File: src/rtl/div_result_collector.sv
// Result collector behind the pipelined non-restoring divider. It issues requests
// against a credit pool, applies the final remainder fix-up and divide-by-zero
// override, and queues results in a FWFT FIFO.
module div_result_collector #(
  parameter int LATENCY    = 5,
  parameter int FIFO_DEPTH = 4,
  parameter int TAG_W      = 4
) (
  input  logic             clk,
  input  logic             reset,
  input  logic             in_valid,
  output logic             in_ready,
  input  logic             in_mode,
  input  logic [15:0]      in_divisor,
  input  logic [TAG_W-1:0] in_tag,
  output logic             div_fire,
  input  logic [31:0]      div_result,
  output logic             out_valid,
  input  logic             out_ready,
  output logic [31:0]      out_data,
  output logic [TAG_W-1:0] out_tag,
  output logic             out_mode,
  output logic             out_dz
);
  localparam int PTR_W = $clog2(FIFO_DEPTH);
  localparam int CNT_W = $clog2(FIFO_DEPTH + LATENCY + 1);
  localparam int L     = LATENCY - 1;

  typedef struct packed {
    logic [31:0]      data;
    logic [TAG_W-1:0] tag;
    logic             mode;
    logic             dz;
  } res_t;

  // Side pipeline: stage L lines up with div_result
  logic [LATENCY-1:0]            vld_pipe_q;
  logic [LATENCY-1:0]            mode_pipe_q;
  logic [LATENCY-1:0][15:0]      dvs_pipe_q;
  logic [LATENCY-1:0][TAG_W-1:0] tag_pipe_q;

  always_ff @(posedge clk or posedge reset) begin
    if (reset) vld_pipe_q <= '0;
    else       vld_pipe_q <= {vld_pipe_q[LATENCY-2:0], div_fire};
  end

  always_ff @(posedge clk) begin
    mode_pipe_q <= {mode_pipe_q[LATENCY-2:0], in_mode};
    dvs_pipe_q  <= {dvs_pipe_q[LATENCY-2:0], in_divisor};
    tag_pipe_q  <= {tag_pipe_q[LATENCY-2:0], in_tag};
  end

  // Credit check uses registered state only
  logic [CNT_W-1:0] inflight;
  logic [PTR_W:0]   count_q, count_d;

  always_comb begin
    inflight = '0;
    for (int i = 0; i < LATENCY; i++)
      inflight = inflight + {{(CNT_W-1){1'b0}}, vld_pipe_q[i]};
  end

  assign in_ready = ({{(CNT_W-PTR_W-1){1'b0}}, count_q} + inflight) < CNT_W'(FIFO_DEPTH);
  assign div_fire = in_valid && in_ready;

  // Final correction of the raw divider result
  res_t        push_ent;
  logic [15:0] rem_fix;

  assign rem_fix = div_result[15:0] + dvs_pipe_q[L];

  always_comb begin
    push_ent      = '0;
    push_ent.tag  = tag_pipe_q[L];
    push_ent.mode = mode_pipe_q[L];
    if (dvs_pipe_q[L] == 16'd0) begin
      push_ent.data = 32'hFFFF_FFFF;
      push_ent.dz   = 1'b1;
    end else if (mode_pipe_q[L]) begin
      push_ent.data = {15'b0, div_result[16:0]};
    end else if (div_result[15]) begin
      push_ent.data = {16'b0, rem_fix};
    end else begin
      push_ent.data = {16'b0, div_result[15:0]};
    end
  end

  // FWFT result FIFO
  res_t             mem_q [FIFO_DEPTH];
  logic [PTR_W-1:0] wr_ptr_q, wr_ptr_d, rd_ptr_q, rd_ptr_d;
  logic             push, pop;

  assign push = vld_pipe_q[L];
  assign pop  = out_valid && out_ready;

  always_comb begin
    wr_ptr_d = wr_ptr_q;
    rd_ptr_d = rd_ptr_q;
    count_d  = count_q;
    if (push) wr_ptr_d = wr_ptr_q + 1'b1;
    if (pop)  rd_ptr_d = rd_ptr_q + 1'b1;
    case ({push, pop})
      2'b10:   count_d = count_q + 1'b1;
      2'b01:   count_d = count_q - 1'b1;
      default: count_d = count_q;
    endcase
  end

  always_ff @(posedge clk or posedge reset) begin
    if (reset) begin
      wr_ptr_q <= '0;
      rd_ptr_q <= '0;
      count_q  <= '0;
      for (int i = 0; i < FIFO_DEPTH; i++) mem_q[i] <= '0;
    end else begin
      wr_ptr_q <= wr_ptr_d;
      rd_ptr_q <= rd_ptr_d;
      count_q  <= count_d;
      if (push) mem_q[wr_ptr_q] <= push_ent;
    end
  end

  res_t head;
  assign head      = mem_q[rd_ptr_q];
  assign out_valid = (count_q != '0);
  assign out_data  = head.data;
  assign out_tag   = head.tag;
  assign out_mode  = head.mode;
  assign out_dz    = head.dz;

endmodule
File: config.mk
export PLATFORM = sky130hd
export DESIGN_NAME = div_result_collector
export DESIGN_NICKNAME = d
export VERILOG_FILES = /design/src/rtl/div_result_collector.sv
export SDC_FILE = /design/constraint.sdc
export NUM_CORES = 1
export LEC_CHECK = 0
export ABC_CLOCK_PERIOD_IN_PS = 6600
export CAP_MARGIN = 30
export CORE_MARGIN = 3
export CORE_UTILIZATION = 30
export CTS_CLUSTER_DIAMETER = 100
export DETAILED_ROUTE_END_ITERATION = 6
export GPL_TIMING_DRIVEN = 0
export PLACE_DENSITY_LB_ADDON = 0.05
export SLEW_MARGIN = 15
export SYNTH_ARGS = -nofsm -noshare
export SYNTH_HDL_FRONTEND = slang
export SYNTH_SLANG_ARGS = --single-unit
File: constraint.sdc
create_clock -name clk -period 6.6 [get_ports clk]
set_clock_uncertainty 0.2 [all_clocks]
set_input_delay 1.32 -clock clk [delete_from_list [all_inputs] [get_ports clk]]
set_output_delay 1.32 -clock clk [all_outputs]
set_load 0.02 [all_outputs]
==> metrics, run 1 <==
status finished clean; syn avg cell area 11.27 µm²; Worst-path clk slew 0.06 ns; Placer Congestion 0.8057; vias in the first global route 5766; # hold bufs at CTS 0; Die Height 168.7 µm; count of final max-slew check failures 0; busiest grt layer met2; Total Nets Final 897; most frequent cell after synthesis nand2_1; worst-margin pin slew 0.7950 ns; crit end category primary output; share of layout cells above drive strength 1 12.17%; Post-CTS Setup Repair Bufs 0; synth top area cells dfrtp_1 (33%), dfxtp_1 (26%), nand2_1 (6.9%), mux4_2 (6.5%), ha_1 (3.6%); initial antenna violation count 0; fin crit period 4.910 ns; Mapped Area 7943 µm²; drt wl/cell 17.12 µm; largest net degree at the start of global routing 65; utilization after layout 38.92%; HP Class flip-flop to flip-flop; CP max FO 16; Max-slew headroom 46.68%; H-tree lvl count 1; unrepaired setup endpoints after global routing false; ys async rst share 49.76%; first-pass GRT wire length 31930 µm; met3 global-route usage 2.616%; library cells used by synthesis 58; critical path arrival 3.39 ns; fin crit share 74.39%; Die ar. 28460 µm²; startpoint class of the critical path flip-flop; Antenna Cells 0; syn nets 789; DP HPWL 14180 µm; top-area cell type share of the netlist area 32.77%; max frequency 203.7 MHz; die width 168.7 µm; P per Cell Area 456.8 nW/µm²; dpl cells 1118; commonest cells in the netlist nand2_1 (145), dfxtp_1 (105), dfrtp_1 (104), o21ai_0 (53), clkbuf_1 (29); commonest register cell after synthesis dfxtp_1; CTS tree yes; antenna viol nets, final 0; CTS root buf clkbuf_16; TritonCTS buffer count 23; critical path type flip-flop to primary output; number of synthesized flops with an enable pin 0; layout overhead on the synthesized area 25.52%; YS warnings 0; DRT Wirelength 19860 µm; PortBufs 82; register area share after synthesis 59.23%; grt met2 use 23.11%; Max Cap Violations 0; row count 58; Leak 0.004301 µW; drt first pass iters 5; # DRC 0; Synth area leader dfrtp_1; non-filler instance count after layout 1160; Seq cells post-synth 209; clk buf depth 3; Core Area 25620 µm²; Initial Util 31.01%; routed vias 5553; Post-CTS Resized 0; GRT met1 Usage 19.34%; clk sink count 209; IO Pins 98; DRT iter0 DRCs 456; cell count after synthesis 705; GRT Resource Usage Total 14.23%; CP Data Required Time 5.08 ns; setup_tns 0 ns; Final Hold Viols 0; clk_lat worst skew 0.53 ns; Setup Viol. Count Final 0; Congestion Overflow GR 0; Worst VDD drop 0.2713 mV; routed vias/inst 4.787
[area by class of cell]
| type | instances | area [µm²] |
|---|---|---|
| fillers | 2470 | 15650 |
| multi-input cells | 428 | 2909 |
| inverters | 16 | 65.06 |
| flip-flops and latches | 209 | 4705 |
| repair buffers | 83 | 848.3 |
| plain buffers | 52 | 269.0 |
| clock inverters | 13 | 90.09 |
| well taps | 330 | 412.9 |
| clock buffers | 29 | 670.6 |
[per-stage QoR]
step                      worst slack, ns  power, µW  hold slack [ns]  area, µm²
after floorplan                     2.348       2723           0.1096       7943
after global placement             0.7407       3288           0.1099       9176
after detailed placement            2.114       3344           0.1121       9209
after CTS                           1.550       4629           0.1212       9970
after global routing                1.450       4859           0.1247       9970
final                               1.690       4555           0.1201       9970
[power breakdown]
| part | switching, µW | leakage (µW) | internal, µW | total [µW] |
|---|---|---|---|---|
| combinational | 793 | 0.00176 | 720 | 1510 |
| sequential | 172 | 0.00216 | 1600 | 1780 |
| clock | 536 | 0.000386 | 729 | 1270 |
[logic make-up after synthesis]
| logic type | Yosys count | share of synthesized area, % |
|---|---|---|
| AND/OR/NAND/NOR | 223 | 12.15 |
| flip-flops | 209 | 59.23 |
| AO/OA/AOI/OAI | 128 | 10.00 |
| buffers and inverters | 68 | 4.143 |
| multiplexers | 36 | 8.302 |
| adder cells (fa/ha/maj) | 27 | 4.631 |
| XOR/XNOR | 14 | 1.544 |
[final timing paths]
check | from | end | slack [ns] | cells past startpoint
setup / recovery | rd_ptr_q[1]$_DFFE_PP0N_ | out_data[23] | 1.69 | 6
hold / removal | dvs_pipe_q[15]$_DFF_P_ | dvs_pipe_q[31]$_DFF_P_ | 0.12 | 0
setup reg to reg | dvs_pipe_q[64]$_DFF_P_ | mem_q[58]$_DFFE_PP0P_ | 3.81 | 8
hold reg to reg | dvs_pipe_q[15]$_DFF_P_ | dvs_pipe_q[31]$_DFF_P_ | 0.12 | 0
max in group asynchronous | reset | mem_q[46]$_DFFE_PP0P_ | 4.56 | 3
min in group asynchronous | reset | mem_q[95]$_DFFE_PP0P_ | 0.99 | 2
[worst max-delay path, cell delays in order, from the launching register on]
cell,delay (ns)
dfrtp_1,0.38
clkbuf_1,0.40
buf_2,0.46
buf_2,0.39
mux4_2,0.51
buf_4,0.19
clkdlybuf4s50_1,0.53
[routing by layer]
| layer | wire (µm) | vias to the layer above |
|---|---|---|
| met5 | 0 | - |
| met4 | 541 | 0 |
| met3 | 1018 | 44 |
| met2 | 9264 | 141 |
| met1 | 9039 | 2726 |
| li1 | - | 2642 |
[flip-flops by register name, summed over array words and instances, names as in the netlist]
register,cells
count_q,3
mode_pipe_q,5
dvs_pipe_q,80
push_ent,4
mem_q,92
vld_pipe_q,5
rd_ptr_q,2
wr_ptr_q,2
tag_pipe_q,16
[cells in the final DEF (no fill, tap or decap), drive strengths merged, types with 8 or more instances in the layout]
cell type	instances
a41oi	9
nor2	26
o21ai	69
ha	23
mux4	23
and3	9
xnor2	8
inv	21
clkdlybuf4s50	82
nor3	11
buf	24
a21oi	14
clkbuf	58
nand2	145
dfrtp	104
dfxtp	105
Note: power is estimated with default switching activity, not from simulation.
==> run 2: changes to the inputs <==
--- a/config.mk
+++ b/config.mk
@@ -5,7 +5,7 @@
 export SDC_FILE = /design/constraint.sdc
 export NUM_CORES = 1
 export LEC_CHECK = 0
-export ABC_CLOCK_PERIOD_IN_PS = 6600
+export ABC_CLOCK_PERIOD_IN_PS = 5000
 export CAP_MARGIN = 30
 export CORE_MARGIN = 3
 export CORE_UTILIZATION = 30
==> constraint.sdc (replaced) <==
create_clock -name clk -period 5 [get_ports clk]
set_clock_uncertainty 0.2 [all_clocks]
set_input_delay 1 -clock clk [delete_from_list [all_inputs] [get_ports clk]]
set_output_delay 1 -clock clk [all_outputs]
set_load 0.02 [all_outputs]
==> results of run 2 <==
The final DEF is identical to that of run 1. Status: finished clean.
Among the figures that moved: setup slack after placement 2.114 ns -> 0.8343 ns; setup slack after layout 1.690 ns -> 0.4102 ns; register-to-register setup slack 3.81 ns -> 2.21 ns; total power 4555 µW -> 6012 µW; worst IR drop on VDD 0.2713 mV -> 0.3581 mV
==> run 3: changes to the inputs <==
--- a/config.mk
+++ b/config.mk
@@ -6,13 +6,14 @@
 export NUM_CORES = 1
 export LEC_CHECK = 0
 export ABC_CLOCK_PERIOD_IN_PS = 5000
-export CAP_MARGIN = 30
+export CAP_MARGIN = 25
 export CORE_MARGIN = 3
 export CORE_UTILIZATION = 30
 export CTS_CLUSTER_DIAMETER = 100
 export DETAILED_ROUTE_END_ITERATION = 6
 export GPL_TIMING_DRIVEN = 0
 export PLACE_DENSITY_LB_ADDON = 0.05
+export REMOVE_ABC_BUFFERS = 1
 export SLEW_MARGIN = 15
 export SYNTH_ARGS = -nofsm -noshare
 export SYNTH_HDL_FRONTEND = slang
==> run 3 against run 2 <==
Effect of this change:
- critical path type unchanged
- first-iteration DRC count down 47%
- non-clock buffer count down 47
- highest routed layer unchanged
- utilization down 0.81 points
- clock-buffer cell count up 6
- die area unchanged
==> metrics, run 3 (same netlist as run 1, synthesis figures left out) <==
min-delay src dvs_pipe_q[48]$_DFF_P_; clk sink count 209 (unchanged); H-tree lvl count 1 (unchanged); Setup Viol. Count Final 0 (unchanged); CP Data Required Time 3.80 ns; share of layout cells above drive strength 1 10.74% (-1.4 points); routed vias/inst 4.683 (-2.2%); CTS tree yes; Core Area 25620 µm² (unchanged); fin crit share 91.39%; most frequent CP cell fa_1; CP max FO 2 (-14); top flop regs mem_q x92, dvs_pipe_q x80, tag_pipe_q x16; status finished clean; clk buf depth 3 (unchanged); largest net degree at the start of global routing 65 (unchanged); routed vias 5207 (-6.2%); critical path type flip-flop to primary output; Die Height 168.7 µm (unchanged); Initial Util 31.01% (unchanged); HP Class flip-flop to flip-flop; met1 wire length 8493 µm (-6.0%); vias in the first global route 5138 (-11%); fin crit period 4.570 ns; hold endpoint dvs_pipe_q[64]$_DFF_P_; drt first pass iters 5 (unchanged); Worst-path clk slew 0.06 ns (about the same); most frequent cells in the layout nand2_1 (141), dfxtp_1 (105), dfrtp_1 (102), clkdlybuf4s50_1 (82), o21ai_0 (53); Reg2Reg Launch Point dvs_pipe_q[64]$_DFF_P_; slowest CP cell clkdlybuf4s50_1; initial antenna violation count 0 (unchanged); WL met3 836 µm (-18%); top sig layer met4; Total Nets Final 850 (-5.2%); max frequency 218.8 MHz; commonest non-fill, non-tap cell in the layout nand2_1; die width 168.7 µm (unchanged); clk_lat worst skew 0.50 ns (-0.03 ns); utilization after layout 38.11% (-0.81 points); crit end category primary output; first-pass GRT wire length 28690 µm (-10%); Max Cap Violations 0 (unchanged); Congestion Overflow GR 0 (unchanged); DP HPWL 11840 µm (-17%); unrepaired setup endpoints after global routing false; Worst VDD drop 0.2249 mV; TritonCTS buffer count 23 (unchanged); Reg-to-Reg End mem_q[54]$_DFFE_PP0P_; setup_tns 0 ns (unchanged); CTS root buf clkbuf_16; Placer Congestion 0.8309 (+3.1%); antenna viol nets, final 0 (unchanged); GRT Resource Usage Total 12.59% (-1.6 points); Largest register FFs 92 (unchanged); count of final max-slew check failures 0 (unchanged); Top reg by flops mem_q; DRT Wirelength 17880 µm (-10%); Die ar. 28460 µm² (unchanged); startpoint class of the critical path flip-flop; critical path arrival 3.37 ns (-0.02 ns); row count 58 (unchanged); Final Hold Viols 0 (unchanged); flop-to-flop setup slack 2.08 ns; Antenna Cells 0 (unchanged); fill cell count 2478 (+0.32%); layout overhead on the synthesized area 22.92%; Max-slew headroom 47.44% (+0.76 points); R2R depth 8 (unchanged); # DRC 0 (unchanged); Post-CTS Setup Repair Bufs 0 (unchanged); P per Cell Area 607.9 nW/µm²; drt wl/cell 16.08 µm (-6.1%); PortBufs 82 (unchanged); DR WL met2 8185 µm (-12%); IO Pins 98 (unchanged); Hold Path Depth 0 (unchanged); worst-margin pin slew 0.7883 ns (-0.006673 ns); Leak 0.004172 µW (-3.0%); Post-CTS Resized 0 (unchanged); DRT iter0 DRCs 242 (-47%); max incr delay on CP 0.60 ns (+0.07 ns); crit path cell chain fa_1 -> fa_1 -> ha_1 -> and3_1 -> nor4_1 -> and2_1 -> clkdlybuf4s50_1; # hold bufs at CTS 0 (unchanged)
==> run 3: changes by cell type in the layout (fill, tap and decap cells not counted), sizes merged <==
| cell | before | now |
|---|---|---|
| buf | 24 | 6 |
| clkinvlp | 1 | 0 |
| clkinv | 7 | 6 |
| clkbuf | 58 | 35 |
| inv | 21 | 16 |
==> run 3: worst max-delay path by stage <==
| stage | start | to | slack [ns] | cells after the start |
|---|---|---|---|---|
| after detailed placement | vld_pipe_q[0]$_DFF_PP0_ | div_fire | 0.89 | 7 |
| after CTS | vld_pipe_q[0]$_DFF_PP0_ | div_fire | 0.34 | 7 |
| after global placement | reset | mem_q[50]$_DFFE_PP0P_ | -0.50 | 2 |
| after global routing | vld_pipe_q[0]$_DFF_PP0_ | div_fire | 0.17 | 7 |
| after floorplan | reset | count_q[0]$_DFFE_PP0P_ | 1.07 | 1 |
| final | vld_pipe_q[0]$_DFF_PP0_ | div_fire | 0.43 | 7 |
==> run 3: metrics by stage <==
| step | cell area [µm²] | hold slack (ns) | setup WS [ns] | power (µW) | instances |
|---|---|---|---|---|---|
| after floorplan | 7674 | 0.1096 | 1.068 | 3557 | 653 |
| after global placement | 8907 | 0.1100 | -0.5003 | 4270 | 1065 |
| after detailed placement | 9015 | 0.1121 | 0.8949 | 4385 | 1070 |
| after CTS | 9752 | 0.1132 | 0.3389 | 6045 | 1111 |
| after global routing | 9763 | 0.1158 | 0.1712 | 6333 | 1112 |
| final | 9763 | 0.1180 | 0.4303 | 5935 | 1112 |
==> run 3: worst max-delay path: cells and delay by family, from the launching register on <==
kind                       cells  cell delay [ns]
DFF                            1             0.41
and+or+nand+nor                3             0.71
adders and majority gates      3             1.15
buffers and inverters          1             0.60
==> run 3: area by class of cell <==
type | count | area, µm² | area share [%]
multi-input cells | 428 | 2919 | 29.90
clock buffers | 35 | 703.2 | 7.202
inverters | 16 | 65.06 | 0.6664
repair buffers | 88 | 922.1 | 9.445
flip-flops and latches | 209 | 4707 | 48.21
clock inverters | 6 | 33.78 | 0.3460
well taps | 330 | 412.9 | 4.229
==> run 3: report_power, final <==
group | switching (µW) | internal, µW | total (µW)
logic | 968 | 958 | 1930
registers | 267 | 2120 | 2390
clock network | 653 | 969 | 1620
total | 1890 | 4050 | 5940
==> run 3: per-layer routing <==
metal,vias to the layer above,GRT usage [%]
li1,2551,-
met1,2520,17.62
met2,111,20.20
met3,25,2.078
met4,0,3.700
met5,-,0
